**config.mk**
```make
export PLATFORM = sky130hd
export DESIGN_NAME = rng_byte_packer
export DESIGN_NICKNAME = d
export VERILOG_FILES = /design/src/rtl/rng_byte_packer.sv
export SDC_FILE = /design/constraint.sdc
export NUM_CORES = 1
export LEC_CHECK = 0
export ABC_AREA = 0
export ABC_CLOCK_PERIOD_IN_PS = 5550
export CAP_MARGIN = 20
export CORE_AREA = 5 5 92 136
export CTS_CLUSTER_SIZE = 25
export DETAILED_ROUTE_END_ITERATION = 10
export DIE_AREA = 0 0 97 141
export PLACE_DENSITY = 0.55
export SYNTH_ARGS = -nofsm -noshare
export SYNTH_HDL_FRONTEND = slang
export SYNTH_SLANG_ARGS = --single-unit
```
**constraint.sdc**
```tcl
create_clock -name clk -period 5.55 [get_ports clk]
set_clock_uncertainty 0.15 [all_clocks]
set_input_delay 1.3875 -clock clk [delete_from_list [all_inputs] [get_ports clk]]
set_output_delay 1.3875 -clock clk [all_outputs]
set_load 0.01 [all_outputs]
```
**src/rtl/rng_byte_packer.sv**
```systemverilog
// rng_byte_packer: buffers 12-bit RNG samples in a small FIFO and serializes
// each pair of samples {A,B} as three bytes (A[11:4], {A[3:0],B[11:8]}, B[7:0])
// over a valid/ready byte interface. Samples arriving into a full FIFO are
// dropped; drop_cnt counts them (saturating) and overflow latches.
//
// Optional feature: define RNG_PACK_WHITEN_EN to XOR every emitted byte with
// an 8-bit Fibonacci LFSR (x^8+x^6+x^5+x^4+1, seed 8'hA5) that steps once per
// accepted byte. Without the macro the bytes are emitted raw.
module rng_byte_packer #(
    parameter int FIFO_DEPTH = 4
) (
    input  logic        clk,
    input  logic        reset,
    input  logic [11:0] x_in,
    input  logic        x_valid,
    output logic [7:0]  byte_out,
    output logic        byte_valid,
    input  logic        byte_ready,
    output logic [15:0] drop_cnt,
    output logic        overflow
);

    localparam int PW = $clog2(FIFO_DEPTH);
    localparam int CW = $clog2(FIFO_DEPTH + 1);

    typedef enum logic [1:0] {IDLE, S0, S1, S2} state_t;

    // Sample FIFO storage and bookkeeping
    logic [11:0]   mem_q [FIFO_DEPTH];
    logic [PW-1:0] wr_ptr_q, wr_ptr_d;
    logic [PW-1:0] rd_ptr_q, rd_ptr_d;
    logic [PW-1:0] rd_ptr_p1;
    logic [CW-1:0] count_q, count_d;

    // Serializer state and registered outputs
    state_t        state_q, state_d;
    logic [23:0]   pair_q, pair_d;
    logic [7:0]    byte_out_q;
    logic          byte_valid_q;
    logic [15:0]   drop_cnt_q, drop_cnt_d;
    logic          overflow_q, overflow_d;

    logic          accept;
    logic          pair_avail;
    logic          full;
    logic          push;
    logic          drop;
    logic          pop;
    logic [7:0]    raw_d;
    logic [7:0]    emit_d;

`ifdef RNG_PACK_WHITEN_EN
    logic [7:0]    lfsr_q, lfsr_d;
`endif

    assign rd_ptr_p1 = rd_ptr_q + PW'(1);

    // Next-state logic: FIFO push/drop decision, pair pop and serializer step
    always_comb begin
        accept     = byte_valid_q && byte_ready;
        pair_avail = count_q >= CW'(2);
        // Full is judged on the start-of-cycle count, so a same-cycle pop
        // does not rescue a sample that arrives into a full FIFO.
        full       = count_q == CW'(FIFO_DEPTH);
        push       = x_valid && !full;
        drop       = x_valid && full;

        pop        = 1'b0;
        state_d    = state_q;
        pair_d     = pair_q;
        case (state_q)
            IDLE: begin
                if (pair_avail) begin
                    pop     = 1'b1;
                    state_d = S0;
                end
            end
            S0: if (accept) state_d = S1;
            S1: if (accept) state_d = S2;
            S2: begin
                if (accept) begin
                    // Reload directly from S2 so back-to-back triples have no gap.
                    if (pair_avail) begin
                        pop     = 1'b1;
                        state_d = S0;
                    end else begin
                        state_d = IDLE;
                    end
                end
            end
            default: state_d = IDLE;
        endcase
        if (pop) pair_d = {mem_q[rd_ptr_q], mem_q[rd_ptr_p1]};

        wr_ptr_d = push ? wr_ptr_q + PW'(1) : wr_ptr_q;
        rd_ptr_d = pop ? rd_ptr_q + PW'(2) : rd_ptr_q;
        count_d  = count_q + CW'(push) - (pop ? CW'(2) : CW'(0));

        drop_cnt_d = (drop && drop_cnt_q != 16'hFFFF) ? drop_cnt_q + 16'd1 : drop_cnt_q;
        overflow_d = overflow_q || drop;

        case (state_d)
            S0:      raw_d = pair_d[23:16];
            S1:      raw_d = pair_d[15:8];
            S2:      raw_d = pair_d[7:0];
            default: raw_d = 8'h00;
        endcase

`ifdef RNG_PACK_WHITEN_EN
        lfsr_d = accept ? {lfsr_q[6:0], lfsr_q[7] ^ lfsr_q[5] ^ lfsr_q[4] ^ lfsr_q[3]}
                        : lfsr_q;
        emit_d = (state_d == IDLE) ? 8'h00 : (raw_d ^ lfsr_d);
`else
        emit_d = raw_d;
`endif
    end

    // FIFO storage write; samples seen during reset are never stored
    always_ff @(posedge clk) begin
        if (push && !reset) mem_q[wr_ptr_q] <= x_in;
    end

    // State, pointers, counters and registered outputs
    always_ff @(posedge clk) begin
        if (reset) begin
            state_q      <= IDLE;
            pair_q       <= 24'h000000;
            wr_ptr_q     <= '0;
            rd_ptr_q     <= '0;
            count_q      <= '0;
            byte_out_q   <= 8'h00;
            byte_valid_q <= 1'b0;
            drop_cnt_q   <= 16'h0000;
            overflow_q   <= 1'b0;
        end else begin
            state_q      <= state_d;
            pair_q       <= pair_d;
            wr_ptr_q     <= wr_ptr_d;
            rd_ptr_q     <= rd_ptr_d;
            count_q      <= count_d;
            byte_out_q   <= emit_d;
            byte_valid_q <= state_d != IDLE;
            drop_cnt_q   <= drop_cnt_d;
            overflow_q   <= overflow_d;
        end
    end

`ifdef RNG_PACK_WHITEN_EN
    // Whitening LFSR: steps only when a byte is accepted
    always_ff @(posedge clk) begin
        if (reset) lfsr_q <= 8'hA5;
        else       lfsr_q <= lfsr_d;
    end
`endif

    assign byte_out   = byte_out_q;
    assign byte_valid = byte_valid_q;
    assign drop_cnt   = drop_cnt_q;
    assign overflow   = overflow_q;

endmodule
```
* After elaboration in Yosys (flattened, before gate mapping)
Memory sizes are Yosys's and may differ from the RTL's. A register that Yosys moved wholly into a read port is not among the register bits. Cells that the tools add are included.
Storage, ports and cells: flip-flop bits (word level) 59, memory bits (writable) 48, input bits 16, output and inout port bits 26, logic and storage cells 51, memories 1
Memory list:
- mem_q | words 4, bits a word 12, rd ports 2, clocked after memory_dff 1, write ports 1, line 29 | logic [11:0] mem_q [FIFO_DEPTH];
Operators by class: $add $sub $neg 6, magnitude comparators 1, eq/ne operators 8, mux-type cells 16, reductions and logical operators 10
Operators by type and width (number):
- 24-bit two-way mux | 1
- 8-bit case mux with 3 select lines | 1
- 16-bit by 1-bit adder with 16-bit output, second input constant | 1
- 16-bit != test, second input constant | 1
- 2-bit two-way mux | 7
- 2-bit equality test, second input constant | 4
- 2-bit case mux with 4 select lines | 1
- 1-bit logical AND | 5
- 1-bit two-way mux | 5
- 2-bit by 1-bit adder with 2-bit output, second input constant | 2
- 2-bit by 1-bit equality test with 1-bit output, second input constant | 2
- 3-bit by 1-bit adder with 3-bit output | 1
- 3-bit equality test, second input constant | 1
- 3-bit by 2-bit >= comparator with 1-bit output, second input constant | 1
- 3-bit by 2-bit subtractor with 3-bit output | 1
- 2-bit adder, second input constant | 1
- 1-bit logical NOT | 2
- 2-bit logical NOT | 1
- 1-bit case mux with 2 select lines | 1
- 2-bit nonzero test | 1
- 1-bit logical OR | 1

* Longest topological paths before layout
Gate-level depths: netlist of run 1.
word-level depth 6, mapped depth 13

* Least setup slack after synthesis of run 1
OpenSTA, ideal clock, no wires.
path kind input port to flip-flop, start point input byte_ready, end point register count_q[2], setup time 128 ps, arrival time 3056 ps, data required time 5272 ps, slack 2217 ps, stages on the path 11, path buffers 2, cells stage by stage a31oi_2 nor3_4 buf_6 buf_4 inv_1 ha_1 inv_1 ha_1 xor2_1 xnor2_1 nor2_1
On the way: word-level cells in the longest chain between the ends 5
RTL lines:
- from (decl) | line 18 | input logic byte_ready,
- 1-bit logical AND | line 60 | accept = byte_valid_q && byte_ready;
- 1-bit two-way mux | line 81 | if (accept) begin
- 1-bit case mux with 2 select lines | line 71 | case (state_q)
- 2-bit two-way mux | line 97 | count_d = count_q + CW'(push) - (pop ? CW'(2) : CW'(0));
- 3-bit by 2-bit subtractor with 3-bit output | line 97
- to (signal assigned) | line 140 | count_q <= count_d;
- to (decl) | line 33 | logic [CW-1:0] count_q, count_d;
No other way between the ends. A chain may end at the register's enable or synchronous reset.

* Final worst setup path of run 1
Ends and elaborated chain as after synthesis.

==> impl_metrics.ini, run 1 <==
[timing]
finalCritPeriodShare_pct = 64.45
hold_violations = 0
holdWs_ps = 332.2
rsz0062_at_grt = no
timing.setup.tns_ps = 0
period_minus_slack_ps = 3577
fin_ws_ps = 1973
max_slew_margin_pct = 46.18
drv_slew = 0
setup_viol = 0
tightest_slew_ps = 806.2
fmax_mhz = 279.6

[pwr]
p_seq_share_pct = 43.9
combPwrFrac_pct = 29.1
pwr-share-clk_pct = 27.0
power_density_nw_per_um2 = 453.2
p_int_mw = 1.654
leakagePower_nw = 1.795
switching_share_pct = 29.64
power_mw = 2.351
p_sw_mw = 0.6967
worst_ir_drop_vdd_v = 0.0001919

[place]
dp_cells = 533
portBuffers = 41
dpl_worst_slack_ps = 1592
dp_hpwl_um = 5840
routabilityCongestion = 0.8296

[synth]
synth_edf_count = 48
ys_seq_elements = 107
synthesis.nets = 382
yosysSeqAreaShare_pct = 60.11
yosys_most_used_dff = dfxtp_1
synthCells = 353
synthArstFlopShare_pct = 0
syn_area_um2 = 4363
ys_types = 45
ys_warn_count = 0
syn_area_per_cell_um2 = 12.36

[cts]
cts_buffers = 9
postCtsSetupBuffers = 0
htree_levels = 3
numClockSinks = 107
cts_buffer_depth = 2
cts_tree = yes
path_clk_slew_ps = 70
ctsResizeCount = 0
cts_hold_buf = 0
cts_root_buf = clkbuf_16
clock_latency_ps = 340

[setup_path]
required_ps = 5610
arrival_ps = 3630
r2r-start = state_q[1]$_SDFF_PP0_
reg2reg_depth = 11
path_class = input pin to flop
critical-path-max-stage-delay_ps = 550
cp_slowest_cell = clkdlybuf4s50_1
cp_max_fo = 34
start_kind = input pin
crit_chain = clkdlybuf4s50_1 > a31oi_2 > nor3_4 > buf_4 > inv_1 > ha_1 > inv_1 > ha_1 > xor2_1 > xnor2_1 > nor2_1
end_kind = flop
rrSetupSlack_ps = 2840
r2r-end = count_q[2]$_SDFF_PP0_

[final_layout]
drive_gt1_share_pct = 11.53
area_delta_synth_final_pct = 18.90
diodes = 0
final_nets = 423
stdcell_count = 549

[global_routing]
grt_util_met1_pct = 14.85
grt_busiest_layer = met2
antenna_found_initial = 0
grt_pass1_vias = 2770
gr-usage-met3_pct = 3.317
grtUsageMet2_pct = 23.11
grt_max_degree = 61
track_usage_pct = 13.02
grt_pass1_wl_um = 14020
grt-ovfl-total = 0

[hold_path]
worstHoldStart = overflow$_SDFF_PP0_
hold_path_class = flop to flop
whs_path_depth = 2
hold_path_end = overflow$_SDFF_PP0_

[floorplanning]
num_io_pins = 42
start_util_pct = 38.44
row_count = 48
coreArea_um2 = 11350
die_h_um = 141
die-area_um2 = 13680
dieWidth_um = 97

[routing]
dr.pass1.iters = 4
drt_iter0_drc = 70
drc = 0
viasPerCell = 4.927
wl_per_cell_um = 15.81
vias = 2705
antenna_left = 0
wl_um = 8680

[outcome]
status = finished, final reports clean

[flow_run]
maxCapViolCount = 0
## cell families after synthesis
group / count (synthesis) / share of synthesized area (%)
simple gates: 109 / 11.73
flops: 107 / 60.11
mux: 50 / 12.16
compound gates: 34 / 5.879
buf+inv: 22 / 2.782
xor+xnor: 18 / 3.613
fa+ha+maj: 13 / 3.728
## layout make-up
type                       instances  area [um2]
fill                            1033        6163
sequential                       107        2623
multi-input combinational        224        1619
timing repair buffer              43       420.4
clock buffer                      11       254.0
tap                              150       187.7
clock inverter                     5       50.05
inverter                           9       33.78
## state kept, by name, summed over array words and instances (netlist names), named ones only
| register | flops |
|---|---|
| count_q | 3 |
| state_q | 2 |
| byte_valid | 1 |
| pair_q | 24 |
| byte_out | 8 |
| overflow | 1 |
| mem_q | 48 |
| wr_ptr_q | 2 |
| rd_ptr_q | 1 |
| drop_cnt | 16 |
## layout by cell type (no fill, tap or decap), types with 3 or more instances in the layout
cell type,instances
dfxtp_1,59
nor2_1,54
edfxtp_1,48
clkdlybuf4s50_1,40
mux2i_1,26
mux2_2,24
nand2_1,19
ha_1,13
o21ai_0,10
xor2_1,10
clkbuf_16,10
inv_1,9
xnor2_1,8
o32ai_1,7
nand3_1,7
nor3_1,6
nand4_1,5
and2_1,4
nor4_1,3
## critical path: cells and delay by family
kind / cells / cell delay, ps
AOI/OAI and AO/OA: 1 / 140
xor gates and xnor gates: 2 / 310
adders and majority gates: 2 / 470
buffers and inverters: 4 / 1110
and+or+nand+nor: 2 / 220
## power groups by stage
stage | Sequential (mW) | Clock (mW) | Combinational [mW]
after floorplan | 1.03 | 0 | 0.548
after global placement | 1.05 | 0 | 0.685
after detailed placement | 1.05 | 0 | 0.694
after CTS | 1.04 | 0.652 | 0.699
after global routing | 1.05 | 0.686 | 0.778
final | 1.03 | 0.634 | 0.685
## worst max path at each step
stage               depth (start not counted)       start  slack, ps                    end
global route                               11  byte_ready       1710  count_q[2]$_SDFF_PP0_
floorplan                                  11  byte_ready       2220  count_q[2]$_SDFF_PP0_
global placement                           11  byte_ready       1650  count_q[2]$_SDFF_PP0_
finish                                     11  byte_ready       1970  count_q[2]$_SDFF_PP0_
CTS                                        11  byte_ready       1950  count_q[2]$_SDFF_PP0_
detailed placement                         11  byte_ready       1590  count_q[2]$_SDFF_PP0_
## synth_stat cells, drive strengths merged, types with 4 or more instances
cell,number,area (um2)
edfxtp,48,1441
nand4,5,31.28
nor2,54,202.7
xnor2,8,70.07
buf,5,47.54
dfxtp,59,1181
and2,4,25.02
nand2,19,71.32
mux2i,26,260.3
mux2,24,270.3
o32ai,7,61.31
clkbuf,8,40.04
ha,13,162.7
xor2,10,87.58
nand3,7,35.03
o21ai,11,55.05
nor3,7,46.30
inv,9,33.78
## metal layers
metal	part of all wire [%]	vias up
met5	0	-
met4	2.6	0
met3	3.7	21
met2	50	62
met1	43	1275
li1	-	1347
## per-stage QoR
step                      instance area [um2]  util, %
final                                    5187    45.70
after global routing                     5187    45.70
after CTS                                5187    45.70
after detailed placement                 4883    43.02
after global placement                   4883    43.02
after floorplan                          4363        -
(Power assumes the default switching activity.)
==> inputs of run 2 (changes only) <==
- ABC_CLOCK_PERIOD_IN_PS: 5550 -> 3200
- PLACE_DENSITY: 0.55 -> 0.57
- clock period: 5.55 -> 3.2 ns (I/O delays scaled with it)
==> run 2 against run 1 <==
  * Die area unchanged
  * Via count up 1.3%
  * Combinational power up 82%
  * Count of clock-buffer cells in the layout down 1
  * Wire length up 1.5%
  * Critical path depth down 1
  * Setup slack worse by 1400 ps
  * Utilization up 0.57 points
  * Flip-flop and latch count unchanged
  * Sequential share of layout area down 0.63 points
==> impl_metrics.ini, run 2 (synthesis results as in run 1) <==
[outcome]
status = finished, final reports clean

[timing]
tightest_slew_ps = 767.5
finalCritPeriodShare_pct = 82.04
hold_violations = 0
drv_slew = 0
max_slew_margin_pct = 48.76
fin_ws_ps = 574.8
timing.setup.tns_ps = 0
setup_viol = 0
fmax_mhz = 380.9
period_minus_slack_ps = 2625
rsz0062_at_grt = no

[routing]
antenna_left = 0
drt_iter0_drc = 77
dr.pass1.iters = 4
drc = 0
vias = 2739
wl_um = 8814
viasPerCell = 4.935
wl_per_cell_um = 15.88

[pwr]
power_mw = 4.112
leakagePower_nw = 1.827
p_sw_mw = 1.284
worst_ir_drop_vdd_v = 0.0003897
combPwrFrac_pct = 30.4
switching_share_pct = 31.22
p_seq_share_pct = 43.6
p_int_mw = 2.828
power_density_nw_per_um2 = 782.8
pwr-share-clk_pct = 26.0

[final_layout]
drive_gt1_share_pct = 13.58
final_common_cell = dfxtp_1
top_register = mem_q
final_nets = 429
diodes = 0
mostFrequentLayoutCells = dfxtp_1, nor2_1, edfxtp_1
fin_area_um2 = 5253
area_delta_synth_final_pct = 20.39
fillers = 1048
largest_reg_flops = 48

[cts]
htree_levels = 3
cts_root_buf = clkbuf_16
cts_tree = yes
path_clk_slew_ps = 70
numClockSinks = 107
cts_buffer_depth = 2
postCtsSetupBuffers = 0
cts_buffers = 9
ctsResizeCount = 0
clock_latency_ps = 340
cts_hold_buf = 0

[floorplanning]
coreArea_um2 = 11350
row_count = 48
die-area_um2 = 13680
die_h_um = 141
dieWidth_um = 97
start_util_pct = 38.44
num_io_pins = 42

[global_routing]
track_usage_pct = 13.59
antenna_found_initial = 0
grt-ovfl-total = 0
grt_pass1_vias = 2854
grt_max_degree = 60
grt_pass1_wl_um = 14530

[place]
portBuffers = 41
routabilityCongestion = 0.8459
dpl_worst_slack_ps = 209.8
dpl_cell_area_um2 = 4954
dp_hpwl_um = 6091

[flow_run]
maxCapViolCount = 0

[setup_path]
end_kind = flop
arrival_ps = 2690
cp_max_fo = 5
start_kind = input pin
path_class = input pin to flop
required_ps = 3260

[hold_path]
hold_path_class = flop to flop
==> run 2: cell count changes in the layout (fill, tap and decap cells not counted), sizes merged <==
| cell | delta |
|---|---|
| inv | +2 |
| clkinv | -1 |
| clkinvlp | +1 |
| clkbuf | -1 |
| buf | +6 |
| bufinv | -1 |
==> run 2: worst paths after layout <==
path | to | startpoint | slack (ps) | depth (start not counted)
setup / recovery | count_q[2]$_SDFF_PP0_ | byte_ready | 570 | 10
hold / removal | pair_q[1]$_SDFF_PP0_ | pair_q[1]$_SDFF_PP0_ | 340 | 2
setup reg to reg | byte_out[5]$_SDFF_PP0_ | state_q[0]$_SDFF_PP0_ | 780 | 7
hold reg to reg | pair_q[1]$_SDFF_PP0_ | pair_q[1]$_SDFF_PP0_ | 340 | 2
==> run 2: power by group through the flow <==
stage                     Combinational (mW)  Sequential (mW)  Clock [mW]
final                                   1.25             1.79        1.07
after global routing                    1.39             1.82        1.17
after CTS                               1.27             1.80        1.10
after detailed placement                1.26             1.83           0
after global placement                  1.25             1.82           0
after floorplan                        0.950             1.78           0
==> run 2: area by class of cell <==
| type | instances | area, um2 | area share, % |
|---|---|---|---|
| Inverter | 9 | 33.78 | 0.6432 |
| Clock inverter | 6 | 60.06 | 1.143 |
| Sequential cell | 107 | 2623 | 49.93 |
| Clock buffer | 10 | 239.0 | 4.550 |
| Tap cell | 150 | 187.7 | 3.573 |
| Timing Repair Buffer | 49 | 490.5 | 9.338 |
| Multi-Input combinational cell | 224 | 1619 | 30.82 |
==> run 2: worst max-delay path, cell delays in order <==
cell and delay [ps]:
clkdlybuf4s50_1 560, a31oi_2 140, nor3_4 230, inv_1 80
ha_1 280, inv_1 40, ha_1 200, xor2_1 170
xnor2_1 140, nor2_1 50
==> run 2: metal layers <==
| layer | global-route usage [%] | routed length (um) | vias to the layer above |
|---|---|---|---|
| met5 | 0 | 0 | - |
| met4 | 5.104 | 116 | 0 |
| met3 | 3.267 | 264 | 7 |
| met2 | 25.55 | 4825 | 45 |
| met1 | 14.60 | 3607 | 1320 |
| li1 | - | - | 1367 |
==> run 2: metrics by stage <==
stage / hold WS (ps) / cells / util (%)
2_1_floorplan: 300.6 / 353 / -
3_3_place_gp: 313.5 / 539 / 43.64
4_1_cts: 343.0 / 555 / 46.27
6_report: 336.0 / 555 / 46.27
3_5_place_dp: 328.2 / 539 / 43.64
5_1_grt: 363.1 / 555 / 46.27
